--- src/rtl/alu_pkg.sv ---
// rtl/alu_pkg.sv - shared datapath types and defaults for the subtract pipeline
package alu_pkg;

    localparam int WIDTH_DEFAULT = 16;
    localparam int HALF_DEFAULT  = WIDTH_DEFAULT / 2;

    typedef struct packed {
        logic [HALF_DEFAULT-1:0] lo_diff;
        logic                    lo_carry;
        logic [HALF_DEFAULT-1:0] a_hi;
        logic [HALF_DEFAULT-1:0] b_hi;
    } s1_payload_t;

    typedef struct packed {
        logic b_out;
        logic ovf;
        logic zero;
    } sub_flags_t;

endpackage

--- src/rtl/sub_half.sv ---
// rtl/sub_half.sv - combinational H-bit x + ~y + c_in slice from 4-bit CLA groups
module sub_half #(
    parameter int H = 8
) (
    input  logic [H-1:0] x,
    input  logic [H-1:0] y,
    input  logic         c_in,
    output logic [H-1:0] d,
    output logic         c_out
);

    localparam int NG = H / 4;

    logic [H-1:0] g;
    logic [H-1:0] p;
    logic [H:0]   c;

    assign g    = x & ~y;
    assign p    = x ^ ~y;
    assign c[0] = c_in;

    // Full lookahead inside each group, group carries ripple between groups.
    for (genvar k = 0; k < NG; k++) begin : g_cla
        localparam int I = 4 * k;
        assign c[I+1] = g[I] | (p[I] & c[I]);
        assign c[I+2] = g[I+1] | (p[I+1] & g[I]) | (p[I+1] & p[I] & c[I]);
        assign c[I+3] = g[I+2] | (p[I+2] & g[I+1]) | (p[I+2] & p[I+1] & g[I])
                      | (p[I+2] & p[I+1] & p[I] & c[I]);
        assign c[I+4] = g[I+3] | (p[I+3] & g[I+2]) | (p[I+3] & p[I+2] & g[I+1])
                      | (p[I+3] & p[I+2] & p[I+1] & g[I])
                      | (p[I+3] & p[I+2] & p[I+1] & p[I] & c[I]);
    end

    assign d     = p ^ c[H-1:0];
    assign c_out = c[H];

endmodule

--- src/rtl/sub_pipe16.sv ---
// rtl/sub_pipe16.sv - two-stage valid/ready pipelined subtractor with borrow and flags
module sub_pipe16
    import alu_pkg::*;
#(
    parameter int WIDTH = WIDTH_DEFAULT
) (
    input  logic             clk,
    input  logic             rst_n,
    input  logic             in_valid,
    output logic             in_ready,
    input  logic [WIDTH-1:0] a,
    input  logic [WIDTH-1:0] b,
    input  logic             b_in,
    output logic             out_valid,
    input  logic             out_ready,
    output logic [WIDTH-1:0] diff,
    output logic             b_out,
    output logic             ovf,
    output logic             zero
);

    localparam int H = WIDTH / 2;

    logic         s1_valid;
    logic         s2_valid;
    logic [H-1:0] lo_diff;
    logic         lo_carry;
    logic [H-1:0] a_hi;
    logic [H-1:0] b_hi;

    logic [H-1:0] lo_d_next;
    logic         lo_c_next;
    logic [H-1:0] hi_d_next;
    logic         hi_c_next;

    logic [WIDTH-1:0] diff_q;
    logic [WIDTH-1:0] diff_next;
    sub_flags_t       flags_q;
    sub_flags_t       flags_next;

    logic s1_load;
    logic s2_load;

    assign in_ready = !s1_valid || !s2_valid || out_ready;
    assign s1_load  = in_valid && in_ready;
    assign s2_load  = s1_valid && (!s2_valid || out_ready);

    // Subtraction is a + ~b + 1 with the borrow-in folded into the carry-in.
    sub_half #(.H(H)) u_lo (
        .x     (a[H-1:0]),
        .y     (b[H-1:0]),
        .c_in  (~b_in),
        .d     (lo_d_next),
        .c_out (lo_c_next)
    );

    sub_half #(.H(H)) u_hi (
        .x     (a_hi),
        .y     (b_hi),
        .c_in  (lo_carry),
        .d     (hi_d_next),
        .c_out (hi_c_next)
    );

    always_comb begin
        diff_next        = {hi_d_next, lo_diff};
        flags_next.b_out = ~hi_c_next;
        flags_next.ovf   = (a_hi[H-1] != b_hi[H-1]) && (hi_d_next[H-1] != a_hi[H-1]);
        flags_next.zero  = (diff_next == '0);
    end

    always_ff @(posedge clk or negedge rst_n) begin
        if (!rst_n) begin
            s1_valid <= 1'b0;
            lo_diff  <= '0;
            lo_carry <= 1'b0;
            a_hi     <= '0;
            b_hi     <= '0;
        end else begin
            if (s1_load) begin
                s1_valid <= 1'b1;
                lo_diff  <= lo_d_next;
                lo_carry <= lo_c_next;
                a_hi     <= a[WIDTH-1:H];
                b_hi     <= b[WIDTH-1:H];
            end else if (s2_load) begin
                s1_valid <= 1'b0;
            end
        end
    end

    always_ff @(posedge clk or negedge rst_n) begin
        if (!rst_n) begin
            s2_valid <= 1'b0;
            diff_q   <= '0;
            flags_q  <= '0;
        end else begin
            if (s2_load) begin
                s2_valid <= 1'b1;
                diff_q   <= diff_next;
                flags_q  <= flags_next;
            end else if (out_ready) begin
                s2_valid <= 1'b0;
            end
        end
    end

    assign out_valid = s2_valid;
    assign diff      = diff_q;
    assign b_out     = flags_q.b_out;
    assign ovf       = flags_q.ovf;
    assign zero      = flags_q.zero;

endmodule
--- config.mk ---
export PLATFORM = sky130hd
export DESIGN_NAME = sub_pipe16
export DESIGN_NICKNAME = d
export VERILOG_FILES = /design/src/rtl/alu_pkg.sv /design/src/rtl/sub_half.sv /design/src/rtl/sub_pipe16.sv
export SDC_FILE = /design/constraint.sdc
export NUM_CORES = 1
export LEC_CHECK = 0
export CORE_AREA = 2 2 93 95
export DETAILED_ROUTE_END_ITERATION = 7
export DIE_AREA = 0 0 95 97
export PLACE_DENSITY_LB_ADDON = 0.3
export SYNTH_ARGS = -nofsm -noshare
export SYNTH_HDL_FRONTEND = slang
export SYNTH_SLANG_ARGS = --single-unit
--- constraint.sdc ---
create_clock -name clk -period 6.65 [get_ports clk]
set_input_delay 1.33 -clock clk [delete_from_list [all_inputs] [get_ports clk]]
set_output_delay 1.33 -clock clk [all_outputs]
set_load 0.02 [all_outputs]
# Word level (Yosys, flattened, before mapping)
# Index checks and enable logic that the tools add are counted.
word_totals:
  latchBits: 0
  inputBits: 37
  ram_bits: 0
  out_inout_bits: 21
  memories: 0
  ff_bits: 46
  wordCells: 141
  romBits: 0
classes:
  n_reduce_logical: 11
  n_bitwise: 114
  div: 0
  n_mul: 0
  addsub: 0
  shift: 0
  n_lt_le_gt_ge: 0
  n_eq_ne: 2
  n_mux: 4
ops:
  columns: ["operator", "count"]
  rows:
  - ["$and A1 B1 Y1", 64]
  - ["$or A1 B1 Y1", 40]
  - ["$xor A8 B8 Y8", 4]
  - ["$and A8 B8 Y8", 2]
  - ["$logic_not A16 Y1", 1]
  - ["$not A8 Y8", 2]
  - ["$mux W1", 4]
  - ["$reduce_bool A2 Y1", 2]
  - ["$logic_and A1 B1 Y1", 3]
  - ["$logic_or A1 B1 Y1", 3]
  - ["$logic_not A1 Y1", 2]
  - ["$ne A1 B1 Y1", 2]
  - ["$not A1 Y1", 2]

# Logic depth before layout (Yosys ltp)
# Gate-level depths: netlist of the first run.
logic_depth:
  depth_word: 12
  mapped_depth: 10

# Cells and area by module
# A second synthesis of the first run with hierarchy kept.
unflattened:
  hier_cells: 196
  area_unflattened_um2: 2611.3
modules_own_cells:
  columns: ["mod", "area_per_inst_um2", "seq_area_each_um2", "instances", "cells_each"]
  rows:
  - ["sub_pipe16", 1935.6, 1151.1, 1, 110]
  - ["sub_half", 337.8, 0.0, 2, 43]

# Worst setup path after synthesis of the first run
# OpenSTA, ideal clock, no wires.
synth_timing:
  kind: "input to register"
  start: "input port b[1]"
  end: "register lo_diff[4]"
  path_stages: 8
  setup_time_ps: 83
  path_slack_ps: 3674
  arrival_ps: 2894
  t_required_ps: 6567
  path_buffers: 0
  path_cell_list: "inv_1 ha_1 o21ai_0 a21oi_1 or2_2 a21oi_1 fa_1 o21ai_0"
synth_between:
  elab_chain_cells: 7
synth_rtl:
  columns: ["item", "line_no", "rtl"]
  rows:
  - ["start: declaration", "sub_pipe16.sv:12", "input logic [WIDTH-1:0] b,"]
  - ["$not A8 Y8 *", "sub_half.sv:18, sub_half.sv:19", null]
  - ["$and A8 B8 Y8 / $xor A8 B8 Y8 (equally long branches)", "sub_half.sv:18, sub_half.sv:19", null]
  - ["$and A1 B1 Y1 (on tied branches)", "sub_half.sv:29, sub_half.sv:30, sub_half.sv:31", null]
  - ["$or A1 B1 Y1, or another cell as far along", "sub_half.sv:29", "assign c[I+4] = g[I+3] | (p[I+3] & g[I+2]) | (p[I+3] & p[I+2] & g[I+1])"]
  - ["$or A1 B1 Y1 / $and A1 B1 Y1 (equally long branches)", "sub_half.sv:30, sub_half.sv:31", null]
  - ["$or A1 B1 Y1 *", "sub_half.sv:31", "| (p[I+3] & p[I+2] & p[I+1] & p[I] & c[I]);"]
  - ["$xor A8 B8 Y8 *", "sub_half.sv:34", "assign d = p ^ c[H-1:0];"]
  - ["end signal: assignment", "sub_pipe16.sv:82", "lo_diff <= lo_d_next;"]
  - ["end: declaration", "sub_pipe16.sv:26", "logic [H-1:0] lo_diff;"]
# Mark *: on every way between the ends. The rest lies on a longest branch, timed or not.
# A chain may end at the register's enable or synchronous reset.

# Worst setup path in the final report of the first run
layout_timing:
  start: "input port out_ready"
  end: "output port in_ready"
layout_between:
  elab_chain_cells: 1
layout_rtl:
  columns: ["item", "line_no", "rtl"]
  rows:
  - ["start: declaration", "sub_pipe16.sv:15", "input logic out_ready,"]
  - ["$logic_or A1 B1 Y1", "sub_pipe16.sv:44", "assign in_ready = !s1_valid || !s2_valid || out_ready;"]
  - ["end: declaration", "sub_pipe16.sv:10", "output logic in_ready,"]
# Every way passes these cells.

==> results of run 1 <==
[through the flow]
| stage | area [sq um] | util |
|---|---|---|
| final | 3190 | 0.393 |
| after global routing | 3190 | 0.393 |
| after CTS | 3190 | 0.393 |
| after detailed placement | 3100 | 0.381 |
| after global placement | 3100 | 0.381 |
| after floorplan | 2420 | - |
[layout by cell type, fill, tap and decap left out, types with 2 or more instances in the layout]
master,netlist,final
a211oi_1,3,3
a21oi_1,6,6
and2_1,2,2
clkbuf_8,0,6
clkdlybuf4s50_1,0,56
dfrtp_1,46,46
fa_1,4,4
ha_1,16,16
inv_1,24,24
mux2_2,25,25
nand2_1,22,22
nand2b_1,5,5
nand3b_1,2,2
nor2_1,4,4
nor3_1,5,5
nor3b_1,2,2
nor4_1,2,2
o21a_1,5,5
o21ai_0,13,13
o31ai_1,4,4
xnor2_1,4,4
xor2_1,6,6
[power by group through the flow]
| stage | Clock [W] | Combinational (W) | Sequential (W) |
|---|---|---|---|
| final | 0.000179 | 0.000379 | 0.000391 |
| after global routing | 0.000199 | 0.000421 | 0.000401 |
| after CTS | 0.000186 | 0.000386 | 0.000393 |
| after detailed placement | 0 | 0.000385 | 0.000399 |
| after global placement | 0 | 0.000379 | 0.000396 |
| after floorplan | 0 | 0.000172 | 0.000443 |
[kinds of logic after synthesis]
kind of cell,share of synthesized area
muxes,0.116
DFF,0.476
AOI/OAI and AO/OA,0.105
adders and majority gates,0.116
and+or+nand+nor,0.103
buffers and inverters,0.0476
xor gates and xnor gates,0.0362
[cell type report]
class,instances,area (sq um),area share
multi-input combinational,144,1150,0.361
sequential,46,1150,0.360
tap,105,131,0.0411
clock buffer,6,82.6,0.0259
inverter,24,90.1,0.0282
clock inverter,2,12.5,0.00392
timing repair buffer,58,573,0.179
[registers in the layout, summed over array words and instances, names as in the netlist]
name,flops
lo_diff,8
s1_valid,1
b_out,1
ovf,1
diff,16
lo_carry,1
a_hi,8
out_valid,1
zero,1
b_hi,8
[layer usage]
layer / up-vias / track usage / wire (microns)
met5: - / 0 / 0
met4: 0 / 0.0401 / 81
met3: 8 / 0.0257 / 211
met2: 37 / 0.183 / 2120
met1: 826 / 0.144 / 2270
li1: 880 / - / -
[synth_stat cells]
cell type / n
o21ai_1: 1
dfrtp_1: 46
o21a_1: 5
nand3b_1: 2
or2_2: 1
clkbuf_1: 4
xor2_1: 6
or4_1: 1
nor3_1: 5
nor2_1: 4
inv_1: 24
nand3_1: 1
or3_1: 1
a21oi_1: 6
o32a_1: 1
nand2b_1: 5
mux2_2: 25
xnor2_1: 4
ha_1: 16
nand2_1: 22
nand4_1: 1
o21ai_0: 13
a311oi_1: 1
nor3b_1: 2
a21oi_2: 1
fa_1: 4
or4b_1: 1
o41ai_1: 1
o31ai_1: 4
a211oi_1: 3
o2bb2ai_1: 1
o31a_1: 1
nor4_1: 2
buf_2: 2
a2111oi_1: 1
and2_1: 2
[critical path: cells and delay by family]
family / cells / cell delay, ns
buffers and inverters: 2 / 1.09
and+or+nand+nor: 1 / 0.17
[worst paths after layout]
| kind | end |
|---|---|
| max in group asynchronous | b_hi[5]$_DFFE_PN0P_ |
| worst min register to register | diff[12]$_DFFE_PN0P_ |
| worst max-delay path | in_ready |
| worst max register to register | zero$_DFFE_PN0P_ |
| worst min-delay path | diff[12]$_DFFE_PN0P_ |
| min in group asynchronous | lo_diff[0]$_DFFE_PN0P_ |
==> impl_metrics.py, run 1 <==
metrics = {
    "grt": {
        "track_usage": 0.112,
        "grt_pass1_vias": 1828,
        "antenna_found_initial": 0,
        "grt_max_degree": 47,
        "grt.overflow.total": 0,
        "grt_pass1_wl_mm": 8.12,
    },
    "clock_network": {
        "clk_path_buf_depth": 2,
        "cts_root_buffer": "clkbuf_8",
        "clkTransAtPathRegs_ns": 0.08,
        "cts_sinks": 46,
        "post_cts_buffers": 0,
        "cts_hold_buf": 0,
        "cts_buffers": 5,
        "clk_latency_ns": 0.31,
        "htree_levels": 2,
        "post_cts_resized": 0,
        "cts_tree": "done",
    },
    "power": {
        "power_frac_seq": 0.412,
        "p_int_w": 0.000624,
        "report.power.total_w": 0.000949,
        "vdd_drop_max_mv": 0.107,
        "switching_share": 0.342,
        "powerDensity_mw_per_mm2": 297,
        "pwr-share-comb": 0.400,
        "switchingPower_w": 0.000325,
        "p_leak_nw": 1.40,
        "power_frac_clock": 0.188,
    },
    "sta": {
        "slew_viol_final": 0,
        "fin_ws_ns": 2.73,
        "finClkSkew_ns": 0.00927,
        "fin_tns_setup_ns": 0,
        "worst_pin_slew_ns": 1.02,
        "fmax_mhz": 255,
        "finalHoldViolCount": 0,
        "post-route-min-period_ns": 3.92,
        "whs_ns": 0.483,
        "rsz0062_at_grt": "no",
        "setup_violations": 0,
        "relSlewSlack": 0.319,
        "period_share": 0.590,
    },
    "setup_path": {
        "rr_worst_depth": 10,
        "slowest_delay_ns": 0.63,
        "reg2reg_from": "b_hi[0]$_DFFE_PN0P_",
        "reg2reg_slack_ns": 4.04,
        "path_class": "in2out",
        "path_cells": "clkdlybuf4s50_1 -> nand3b_1 -> clkdlybuf4s50_1",
        "crit_slowest_cell": "clkdlybuf4s50_1",
        "crit_arrival_ns": 2.59,
        "required_ns": 5.32,
        "crit_fanout": 4,
        "worstSetupEndpointType": "output pin",
        "startpoint_type": "input port",
        "critical_path.startpoint": "out_ready",
        "critPathMostFrequentCell": "clkdlybuf4s50_1",
    },
    "cells_and_area": {
        "syn_to_final_growth_pct": 32.0,
        "stdcell_count": 385,
        "insertedDiodeCount": 0,
        "num-nets-final": 336,
        "fillers": 809,
        "drive_above_1_share": 0.132,
    },
    "status": {
        "status": "completed",
    },
    "route": {
        "wl_per_cell_microns": 12.2,
        "drc": 0,
        "drt_iter0_drc": 70,
        "vias": 1751,
        "drt-vias-per-instance": 4.55,
        "detail_route.wirelength_mm": 4.68,
        "drt-pass1-iter-count": 4,
        "drt.antenna.violating_nets": 0,
    },
    "floorplan": {
        "start_util": 0.297,
        "rows": 33,
        "pin_count": 58,
        "die_h_microns": 97,
        "fp.dieW_microns": 95,
        "dieArea_sq_mm": 0.00922,
        "core_area_sq_mm": 0.00813,
    },
    "min_path": {
        "whs_path_depth": 2,
        "hp-class": "reg2reg",
        "hold_start": "diff[12]$_DFFE_PN0P_",
    },
    "synth": {
        "ys_ff_latch": 46,
        "netlist_area_sq_mm": 0.00242,
        "synth_top_area_frac": 0.476,
        "synth_area_leader_cell": "dfrtp_1",
        "ys_warn_count": 0,
        "synth.yosys.seq_area_share": 0.476,
        "syn_avg_cell_area_sq_um": 11.0,
        "syn-num-nets": 277,
        "synth_area_leaders": "dfrtp_1 48%, mux2_2 12%, ha_1 8.3%",
        "netlist_instances": 220,
        "ys_types": 36,
    },
    "place": {
        "place_ws_ns": 2.73,
        "gp_congestion": 0.736,
        "hpwl_mm": 3.60,
        "placed_cells": 377,
        "port_buffers": 57,
    },
    "flow_run": {
        "maxCapViolCount": 0,
    },
}
No activity file was read; power rests on OpenSTA's default activity.
==> run 2, diff against run 1 <==
- clock period: 6.65 -> 3.23 ns (I/O delays scaled with it)
==> run 2 against run 1 <==
Compared with the run above:
- flip-flop and latch count unchanged
- clock skew decreased by 0.0025 ns
- combinational power increased by 110%
- critical path depth unchanged
- setup slack got worse by 2.1 ns
- wire length decreased by 0.47%
- clock power increased by 97%
==> impl_metrics.py, run 2 (same netlist as run 1, synthesis figures left out) <==
metrics = {
    "grt": {
        "track_usage": 0.116,
        "grt.overflow.total": 0,
        "grt_pass1_vias": 1887,
        "grt_pass1_wl_mm": 8.47,
        "grt_max_degree": 47,
        "antenna_found_initial": 0,
    },
    "clock_network": {
        "htree_levels": 2,
        "cts_sinks": 46,
        "cts_hold_buf": 0,
        "cts_buffers": 5,
        "clk_latency_ns": 0.29,
        "clkTransAtPathRegs_ns": 0.08,
        "post_cts_resized": 0,
        "cts_root_buffer": "clkbuf_8",
        "cts_tree": "done",
        "post_cts_buffers": 0,
        "clk_path_buf_depth": 2,
    },
    "power": {
        "powerDensity_mw_per_mm2": 605,
        "power_frac_clock": 0.181,
        "pwr-share-comb": 0.404,
        "p_leak_nw": 1.41,
        "switching_share": 0.336,
        "vdd_drop_max_mv": 0.194,
        "switchingPower_w": 0.000654,
        "p_int_w": 0.00129,
        "power_frac_seq": 0.415,
    },
    "place": {
        "place_ws_ns": 0.366,
        "gp_congestion": 0.739,
        "hpwl_mm": 3.76,
        "port_buffers": 57,
        "postPlaceCellArea_sq_mm": 0.00312,
    },
    "floorplan": {
        "start_util": 0.297,
        "die_h_microns": 97,
        "core_area_sq_mm": 0.00813,
        "fp.dieW_microns": 95,
        "rows": 33,
        "dieArea_sq_mm": 0.00922,
        "pin_count": 58,
    },
    "flow_run": {
        "maxCapViolCount": 0,
    },
    "route": {
        "drt-pass1-iter-count": 4,
        "drt.antenna.violating_nets": 0,
        "vias": 1755,
        "drc": 0,
        "drt-vias-per-instance": 4.55,
        "wl_per_cell_microns": 12.1,
        "detail_route.wirelength_mm": 4.66,
        "drt_iter0_drc": 24,
    },
    "cells_and_area": {
        "drive_above_1_share": 0.132,
        "num-nets-final": 337,
        "largest_register_ffs": 16,
        "final_cell_mix": "56 x clkdlybuf4s50_1, 46 x dfrtp_1, 25 x mux2_2",
        "utilization": 0.395,
        "insertedDiodeCount": 0,
        "stdcell_area_sq_mm": 0.00321,
        "final_common_cell": "clkdlybuf4s50_1",
        "syn_to_final_growth_pct": 32.7,
    },
    "sta": {
        "finClkSkew_ns": 0.00674,
        "finalHoldViolCount": 0,
        "relSlewSlack": 0.332,
        "fin_tns_setup_ns": 0,
        "fmax_mhz": 389,
        "slew_viol_final": 0,
        "setup_violations": 0,
        "fin_ws_ns": 0.660,
        "worst_pin_slew_ns": 1.00,
        "rsz0062_at_grt": "no",
        "period_share": 0.796,
        "post-route-min-period_ns": 2.57,
    },
    "setup_path": {
        "slowest_delay_ns": 0.64,
        "path_delay_family": "buffers and inverters",
        "required_ns": 2.58,
        "critPathMostFrequentCell": "clkdlybuf4s50_1",
        "worstPathBufferInverterCount": 2,
        "path_class": "in2out",
        "path_cells": "clkdlybuf4s50_1 -> nand3b_1 -> clkdlybuf4s50_1",
        "worstSetupEndpointType": "output pin",
        "crit_slowest_cell": "clkdlybuf4s50_1",
        "startpoint_type": "input port",
        "crit_arrival_ns": 1.92,
        "crit_fanout": 4,
    },
    "min_path": {
        "hp-class": "reg2reg",
    },
    "status": {
        "status": "completed",
    },
}
## run 2: changes by cell type in the layout (fill, tap and decap cells not counted)
| cell | delta |
|---|---|
| buf_12 | +1 |
| clkbuf_1 | +1 |
| clkinvlp_4 | -1 |
## run 2: path summary, 6_finish.rpt
check                               startpoint                  end  slack, ns  depth (start not counted)
min in group asynchronous                rst_n  diff[2]$_DFFE_PN0P_       0.52                          1
max                                  out_ready             in_ready       0.66                          3
min                          b_out$_DFFE_PN0P_    b_out$_DFFE_PN0P_       0.49                          2
min reg2reg                  b_out$_DFFE_PN0P_    b_out$_DFFE_PN0P_       0.49                          2
max in group asynchronous                rst_n  b_hi[6]$_DFFE_PN0P_       2.09                          1
max reg2reg                b_hi[0]$_DFFE_PN0P_     zero$_DFFE_PN0P_       0.68                         10
## run 2: cell type report
class / instances / area (sq um)
Clock buffer: 7 / 86.3
Multi-Input combinational cell: 144 / 1150
Inverter: 24 / 90.1
Tap cell: 105 / 131
Timing Repair Buffer: 59 / 593
Sequential cell: 46 / 1150
Fill cell: 820 / 4920
Clock inverter: 1 / 5.00
## run 2: routing by layer
layer	vias to the layer above	wire [microns]	track usage
met5	-	0	0
met4	0	50	0.0368
met3	4	196	0.0296
met2	35	2160	0.188
met1	831	2250	0.150
li1	885	-	-
## run 2: worst register-to-register path, delay by kind of cell (launching register included)
family,cells,cell delay (ns)
flip-flops,1,0.39
AND/OR/NAND/NOR,4,0.58
adder cells (fa/ha/maj),2,0.79
AO/OA/AOI/OAI,3,0.64
buffers and inverters,1,0.06
## run 2: metrics by stage
| stage | total power, W | instances | hold slack, ns |
|---|---|---|---|
| global route | 0.00211 | 386 | 0.528 |
| finish | 0.00194 | 386 | 0.487 |
| floorplan | 0.00127 | 220 | 0.350 |
| CTS | 0.00199 | 386 | 0.496 |
| detailed placement | 0.00162 | 378 | 0.477 |
| global placement | 0.00160 | 378 | 0.465 |
## run 2: power by group through the flow
| stage | logic [W] | registers, W | clock network (W) |
|---|---|---|---|
| 2_1_floorplan | 0.000355 | 0.000913 | 0 |
| 3_3_place_gp | 0.000787 | 0.000815 | 0 |
| 3_5_place_dp | 0.000800 | 0.000823 | 0 |
| 4_1_cts | 0.000803 | 0.000810 | 0.000373 |
| 5_1_grt | 0.000878 | 0.000830 | 0.000401 |
| 6_report | 0.000786 | 0.000807 | 0.000352 |
